### config.mk
export PLATFORM = sky130hd
export DESIGN_NAME = phase_sequence_monitor_flat
export DESIGN_NICKNAME = d
export VERILOG_FILES = /design/src/rtl/phase_sequence_monitor_pkg.sv /design/src/rtl/phase_sequence_monitor_if.sv /design/src/rtl/phase_sequence_monitor_decode.sv /design/src/rtl/phase_sequence_monitor.sv /design/src/flat_wrapper.sv
export SDC_FILE = /design/constraint.sdc
export NUM_CORES = 1
export LEC_CHECK = 0
export BUFFER_PORTS_ARGS = -buffer_cell sky130_fd_sc_hd__buf_2
export CELL_PAD_IN_SITES_DETAIL_PLACEMENT = 1
export CELL_PAD_IN_SITES_GLOBAL_PLACEMENT = 1
export CORE_MARGIN = 1.5
export CORE_UTILIZATION = 30
export DETAILED_ROUTE_END_ITERATION = 16
export GPL_ROUTABILITY_DRIVEN = 0
export GPL_TIMING_DRIVEN = 0
export PLACE_DENSITY = 0.66
export SETUP_SLACK_MARGIN = 0.5
export SLEW_MARGIN = 20
export SYNTH_ARGS = -nofsm -noshare
export SYNTH_HDL_FRONTEND = slang
export SYNTH_HIERARCHICAL = 1
export SYNTH_SLANG_ARGS = --single-unit
### constraint.sdc
create_clock -name CLK -period 3.5 [get_ports CLK]
set_clock_uncertainty 0.15 [all_clocks]
set_input_delay 0.175 -clock CLK [delete_from_list [all_inputs] [get_ports CLK]]
set_output_delay 0.175 -clock CLK [all_outputs]
set_load 0.01 [all_outputs]
### src/rtl/phase_sequence_monitor_pkg.sv
// Shared constants and types for the phase sequence monitor and its phase decoder.
package phase_sequence_monitor_pkg;

    typedef enum logic [1:0] {
        UNSYNC = 2'd0,
        LOCKED = 2'd1,
        FAULT  = 2'd2
    } monState_t;

    typedef enum logic [1:0] {
        ERR_NONE   = 2'b00,
        ERR_ONEHOT = 2'b01,
        ERR_ORDER  = 2'b10
    } errCode_t;

    localparam logic [2:0] STAGE_NONE = 3'd7;
    localparam logic [2:0] LAST_STAGE = 3'd4;

    // Phase that must follow idx in a legal rotation (4 wraps back to 0).
    function automatic logic [2:0] nextIndex(input logic [2:0] idx);
        return (idx == LAST_STAGE) ? 3'd0 : idx + 3'd1;
    endfunction

endpackage

### src/rtl/phase_sequence_monitor_if.sv
// Phase bus plus monitor status outputs; the master drives phases, the slave is the monitor.
interface phase_sequence_monitor_if #(
    parameter int CNT_W = 16
);
    logic [4:0]       Phases;
    logic             ClrErr;
    logic [2:0]       Stage;
    logic             Locked;
    logic             InstrDone;
    logic [CNT_W-1:0] InstrCount;
    logic             PhaseErr;
    logic [1:0]       ErrCode;
    logic [4:0]       ErrPhase;

    modport master (
        output Phases, ClrErr,
        input  Stage, Locked, InstrDone, InstrCount, PhaseErr, ErrCode, ErrPhase
    );

    modport slave (
        input  Phases, ClrErr,
        output Stage, Locked, InstrDone, InstrCount, PhaseErr, ErrCode, ErrPhase
    );
endinterface

### src/rtl/phase_sequence_monitor_decode.sv
// Combinational one-hot phase decoder; any pattern that is not exactly one bit is invalid.
module phase_onehot_decode
    import phase_sequence_monitor_pkg::*;
(
    input  logic [4:0] phases,
    output logic       valid,
    output logic [2:0] idx
);

    always_comb begin
        valid = 1'b1;
        idx   = STAGE_NONE;
        case (phases)
            5'b00001: idx = 3'd0;
            5'b00010: idx = 3'd1;
            5'b00100: idx = 3'd2;
            5'b01000: idx = 3'd3;
            5'b10000: idx = 3'd4;
            default:  valid = 1'b0;
        endcase
    end

endmodule

### src/rtl/phase_sequence_monitor.sv
// Locks onto the five-phase rotation, reports the stage, counts rotations and latches the first phase error.
module phase_sequence_monitor
    import phase_sequence_monitor_pkg::*;
#(
    parameter int CNT_W = 16
) (
    input  logic                     CLK,
    input  logic                     RST,
    phase_sequence_monitor_if.slave  bus
);

    monState_t        state, stateNext;
    logic       [2:0] expected, expectedNext;
    logic       [2:0] stage, stageNext;
    logic             locked, lockedNext;
    logic             done, doneNext;
    logic [CNT_W-1:0] instrCount, countNext;
    logic             phaseErr, errNext;
    errCode_t         errCode, codeNext;
    logic       [4:0] errPhase, errPhaseNext;

    logic             sampleValid;
    logic       [2:0] sampleIdx;

    phase_onehot_decode decoder (
        .phases (bus.Phases),
        .valid  (sampleValid),
        .idx    (sampleIdx)
    );

    // Every output is a register so Phases never reaches an output combinationally.
    always_ff @(posedge CLK or negedge RST) begin
        if (!RST) begin
            state      <= UNSYNC;
            expected   <= 3'd0;
            stage      <= STAGE_NONE;
            locked     <= 1'b0;
            done       <= 1'b0;
            instrCount <= '0;
            phaseErr   <= 1'b0;
            errCode    <= ERR_NONE;
            errPhase   <= 5'b00000;
        end else begin
            state      <= stateNext;
            expected   <= expectedNext;
            stage      <= stageNext;
            locked     <= lockedNext;
            done       <= doneNext;
            instrCount <= countNext;
            phaseErr   <= errNext;
            errCode    <= codeNext;
            errPhase   <= errPhaseNext;
        end
    end

    always_comb begin
        stateNext = state;
        case (state)
            UNSYNC:  if (bus.Phases == 5'b00001) stateNext = LOCKED;
            LOCKED:  if (!sampleValid || (sampleIdx != expected)) stateNext = FAULT;
            FAULT:   if (bus.ClrErr) stateNext = UNSYNC;
            default: stateNext = UNSYNC;
        endcase
    end

    // ClrErr only matters in FAULT; a clear never re-locks in the same cycle.
    always_comb begin
        stageNext    = STAGE_NONE;
        lockedNext   = 1'b0;
        doneNext     = 1'b0;
        countNext    = instrCount;
        errNext      = phaseErr;
        codeNext     = errCode;
        errPhaseNext = errPhase;
        expectedNext = expected;
        case (state)
            UNSYNC: begin
                if (bus.Phases == 5'b00001) begin
                    stageNext    = 3'd0;
                    lockedNext   = 1'b1;
                    expectedNext = nextIndex(3'd0);
                end
            end
            LOCKED: begin
                if (sampleValid && (sampleIdx == expected)) begin
                    stageNext    = sampleIdx;
                    lockedNext   = 1'b1;
                    expectedNext = nextIndex(sampleIdx);
                    if (sampleIdx == LAST_STAGE) begin
                        doneNext  = 1'b1;
                        countNext = instrCount + 1'b1;
                    end
                end else begin
                    errNext      = 1'b1;
                    codeNext     = sampleValid ? ERR_ORDER : ERR_ONEHOT;
                    errPhaseNext = bus.Phases;
                end
            end
            FAULT: begin
                if (bus.ClrErr) begin
                    errNext      = 1'b0;
                    codeNext     = ERR_NONE;
                    errPhaseNext = 5'b00000;
                    expectedNext = 3'd0;
                end
            end
            default: ;
        endcase
    end

    assign bus.Stage      = stage;
    assign bus.Locked     = locked;
    assign bus.InstrDone  = done;
    assign bus.InstrCount = instrCount;
    assign bus.PhaseErr   = phaseErr;
    assign bus.ErrCode    = errCode;
    assign bus.ErrPhase   = errPhase;

endmodule
### src/flat_wrapper.sv
// flat-port wrapper written by rule: the top's interface ports become plain ports
module phase_sequence_monitor_flat import phase_sequence_monitor_pkg::*;
#(
    parameter int CNT_W = 16
)
  (CLK, RST, bus_Phases, bus_ClrErr, bus_Stage, bus_Locked, bus_InstrDone, bus_InstrCount, bus_PhaseErr, bus_ErrCode, bus_ErrPhase);
  phase_sequence_monitor_if #(.CNT_W(CNT_W)) bus_i ();
  input  logic CLK;
  input  logic RST;
  input wire logic [$bits(bus_i.Phases)-1:0] bus_Phases;
  input wire logic [$bits(bus_i.ClrErr)-1:0] bus_ClrErr;
  output wire logic [$bits(bus_i.Stage)-1:0] bus_Stage;
  output wire logic [$bits(bus_i.Locked)-1:0] bus_Locked;
  output wire logic [$bits(bus_i.InstrDone)-1:0] bus_InstrDone;
  output wire logic [$bits(bus_i.InstrCount)-1:0] bus_InstrCount;
  output wire logic [$bits(bus_i.PhaseErr)-1:0] bus_PhaseErr;
  output wire logic [$bits(bus_i.ErrCode)-1:0] bus_ErrCode;
  output wire logic [$bits(bus_i.ErrPhase)-1:0] bus_ErrPhase;
  assign bus_i.Phases = bus_Phases;
  assign bus_i.ClrErr = bus_ClrErr;
  assign bus_Stage = bus_i.Stage;
  assign bus_Locked = bus_i.Locked;
  assign bus_InstrDone = bus_i.InstrDone;
  assign bus_InstrCount = bus_i.InstrCount;
  assign bus_PhaseErr = bus_i.PhaseErr;
  assign bus_ErrCode = bus_i.ErrCode;
  assign bus_ErrPhase = bus_i.ErrPhase;
  phase_sequence_monitor #(.CNT_W(CNT_W)) u_core (.CLK(CLK), .RST(RST), .bus(bus_i));
endmodule
==> summary.md <==
| Metric | Value |
|---|---|
| Ys async rst share | between 90% and 100% |
| Die X-Extent | ~82 um |
| LEAKAGE | ~1.1 nW |
| Cell repeated most along the worst path | buf_2 |
| Worst vdd ir | between 0.2 and 0.25 mV |
| Setup tns final | 0 ns |
| Design Power | around 1.3 mW |
| Area grow syn2layout | 22.1% |
| Worst EP arrival | approximately 2.9 ns |
| DR vias/cell | approximately 5 |
| Clock sink count | 34 |
| CTS HTree Levels | 2 |
| Cell Rows | 28 |
| Post-Synth Adder-Cell Area | between 4 and 5% |
| XOR/XNOR Fraction of Synth Area | 10.4% |
| Hpwl dp | between 3 and 4 mm |
| Reg-to-Reg Start | u_core/expected[2] |
| Flop2flop setup slack | ~1.1 ns |
| Worst Setup End Kind | flop |
| 1st-iter DRT viols | 80 |
| CTS max path bufs | 2 |
| Clk_lat worst skew | around 0.28 ns |
| Worst path slowest cell | or4_1 |
| Filler cells | between 600 and 700 |
| Final net count | 246 |
| Post-Syn Area | roughly 1800 um^2 |
| All-Layer GR Usage | around 15% |
| Post-synthesis register bit count | 34 |
| Inserted Clock Buffers | 5 |
| Worst Setup EP | u_core/expected[2] |
| Largest net degree at the start of global routing | 35 |
| Setup violators final | 0 |
| Largest family of logic cells by synthesized area | simple AND/OR/NAND/NOR gates |
| Die area | between 6000 and 7000 um^2 |
| Post-synthesis sequential area ratio | 46.2% |
| Max FO, Critical Path | 8 |
| Die height | 81.5 um |
| Port bufs | 36 |
| Final period utilization | 81.2% |
| Hold Crit Class | in2reg |
| Diode count | 0 |
| Layout cells sized above 1 | about a quarter |
| Synth Area in Simple Gates | between 10% and 20% |
| Multi-input logic area | between 900 and 1000 um^2 |
| Setup CP Type | in2reg |
| Mux contribution to synthesized area | about 3.5% |
| Maxcap violations | 0 |
| Reg2reg end | u_core/expected[2] |
| Routed Antenna Nets | 0 |
| Status | complete, no violations |
| DRC errors left | 0 |
| R2R cell count | 5 |
| Vias in the first global route | approximately 1500 |
| Top FF cell, synth | dfrtp_1 |
| Setup Buffers After CTS | 0 |
| Clock slew at reported path FFs | around 0.070 ns |
| Max Fclk | about 0.35 GHz |
| CTS tree | yes |
| Final cell count without fillers | approximately 310 |
| Hold Path Depth | 3 |
| Hold WS | between 0.06 and 0.07 ns |
| Crit start category | input pin |
| Initial core utilization | 31.2% |
| Min cycle time layout | 2.84 ns |
| Worst-path cell chain | buf_2, buf_6, xnor2_1, or3_1, a21o_1, xor2_1, or4_1, buf_2, a2111o_1, mux2_1 |
| PD cells | 591 nW/um^2 |
| Tightest Pin Transition | about 0.77 ns |
| # IOs | 37 |
| Final Max Tran Viols | 0 |
| Via Count | approximately 1500 |
| Slew HR | a little under 50% |
| Global-route wire length before repair | 7.38 mm |
| Post-synth EDFFs | 0 |
| Placed cell count | around 300 |
| Launch point of the worst path | bus_Phases[2] |
| Initial antenna violation count | 0 |
| Slowest cell delay on critical path | 0.53 ns |
| Drt pass-1 iters | 4 |
| Synth cell types | between 40 and 50 |
| Compound-Gate Fraction of Synth Area | a little over an eighth |
| Mapped Nets | just over 200 |
| RSZ-0062 raised after global routing | no |
| Mapped Avg Cell Area | about 10 um^2 |
| Required @ worst endpoint | between 3 and 4 ns |
| Grt ovf | 0 |
| WL/cell | 14.6 um |
| Root buf cell | clkbuf_8 |
| Core footprint | just under 6000 um^2 |
| Syn. warnings | 6 |
| FF/Latch Area | 855 um^2 |
| Gate Count Post-Synth | around 190 |
| Final hold vios | 0 |
| Final wirelength | about 4.5 mm |
[placed cells by master (no fill, tap or decap), types with 7 or more instances in the layout]
cell type	synthesis	layout
xor2_1	8	8
buf_2	2	38
nor2_1	7	7
dfrtp_1	31	31
inv_1	10	10
ha_1	7	7
o21ai_0	16	16
nand2_1	17	17
nand3_1	11	11
xnor2_1	14	14
a22oi_1	7	7
[sequential cells by signal, summed over array words and instances, names as in the netlist, 2 cells and up]
name / count
u_core/bus.InstrCount: 16
u_core/bus.Stage: 3
u_core/bus.ErrPhase: 5
u_core/expected: 3
u_core/bus.ErrCode: 2
u_core/state: 2
[cell type report]
type | instances | share of cell area [%]
buffer | 8 | 2.16
clock buffer | 7 | 3.38
clock inverter | 1 | 1.33
inverter | 10 | 1.66
multi-input combinational | 135 | 41.1
sequential | 34 | 37.8
tap | 75 | 4.16
timing repair buffer | 37 | 8.42
[per-layer routing]
| layer | vias to the layer above | wire, um | GRT usage [%] |
|---|---|---|---|
| li1 | 750 | - | - |
| met1 | 763 | 2170 | 19.6 |
| met2 | 22 | 2090 | 23.0 |
| met3 | 5 | 150 | 4.00 |
| met4 | 0 | 65 | 5.17 |
| met5 | - | 0 | 0 |
[worst max-delay path, delay by kind of cell]
| kind | cells | cell delay [ns] |
|---|---|---|
| muxes | 1 | 0.32 |
| and+or+nand+nor | 2 | 0.84 |
| xor gates and xnor gates | 2 | 0.37 |
| AOI/OAI and AO/OA | 2 | 0.72 |
| buffers and inverters | 3 | 0.43 |
[metrics by stage]
stage	setup WS, ns	utilization, %	cell area, um^2
floorplan	0.714	-	1850
global route	0.537	38.1	2260
finish	0.659	38.1	2260
detailed placement	0.274	35.9	2120
CTS	0.585	37.8	2240
global placement	0.296	35.9	2120
[kinds of logic (layout without fill, tap and decap cells)]
group | Yosys count | count (layout)
simple gates | 63 | 63
compound gates | 37 | 37
flops | 34 | 34
xor+xnor | 22 | 22
buf+inv | 18 | 63
fa+ha+maj | 7 | 7
mux | 6 | 6
[report_power, final]
part	internal [mW]	total (mW)	leakage [nW]	switching, mW
clock	0.213	0.354	0.0524	0.141
sequential	0.473	0.521	0.450	0.0477
combinational	0.177	0.460	0.574	0.283
[cells in the mapped netlist, drive strengths merged, types with 2 or more instances]
cell / number / area share, %
clkbuf: 4 / 0.81
dfrtp: 31 / 42
nor2: 7 / 1.4
o21ai: 17 / 4.6
mux2i: 3 / 1.6
nor4: 2 / 0.68
buf: 4 / 1.8
nand4: 5 / 1.7
inv: 10 / 2.0
ha: 7 / 4.7
o211ai: 2 / 0.81
xnor2: 14 / 6.6
nand2: 17 / 3.5
and3: 4 / 1.4
or3: 3 / 1.0
xor2: 8 / 3.8
mux2: 3 / 1.8
a22oi: 7 / 2.8
o31ai: 2 / 0.81
nor3: 5 / 1.4
nor2b: 3 / 1.0
nand3: 11 / 3.0
dfstp: 3 / 4.3
[repair_timing]
item | in CTS | in global routing
resized for setup | 0 | 4
endpoints found under the setup margin | 0 | 10
hold buffers | 1 | 0
hold endpoints to repair | 31 | 0
[how the worst min path moves through the flow]
stage | from | end
2_1_floorplan | RST | u_core/bus.ErrCode[0]
3_3_place_gp | RST | u_core/bus.InstrCount[13]
3_5_place_dp | RST | u_core/bus.InstrCount[13]
4_1_cts | bus_ClrErr | u_core/bus.PhaseErr
5_1_grt | bus_Phases[4] | u_core/bus.ErrPhase[4]
6_report | bus_Phases[4] | u_core/bus.ErrPhase[4]
Power figures use the tool's default switching activity.
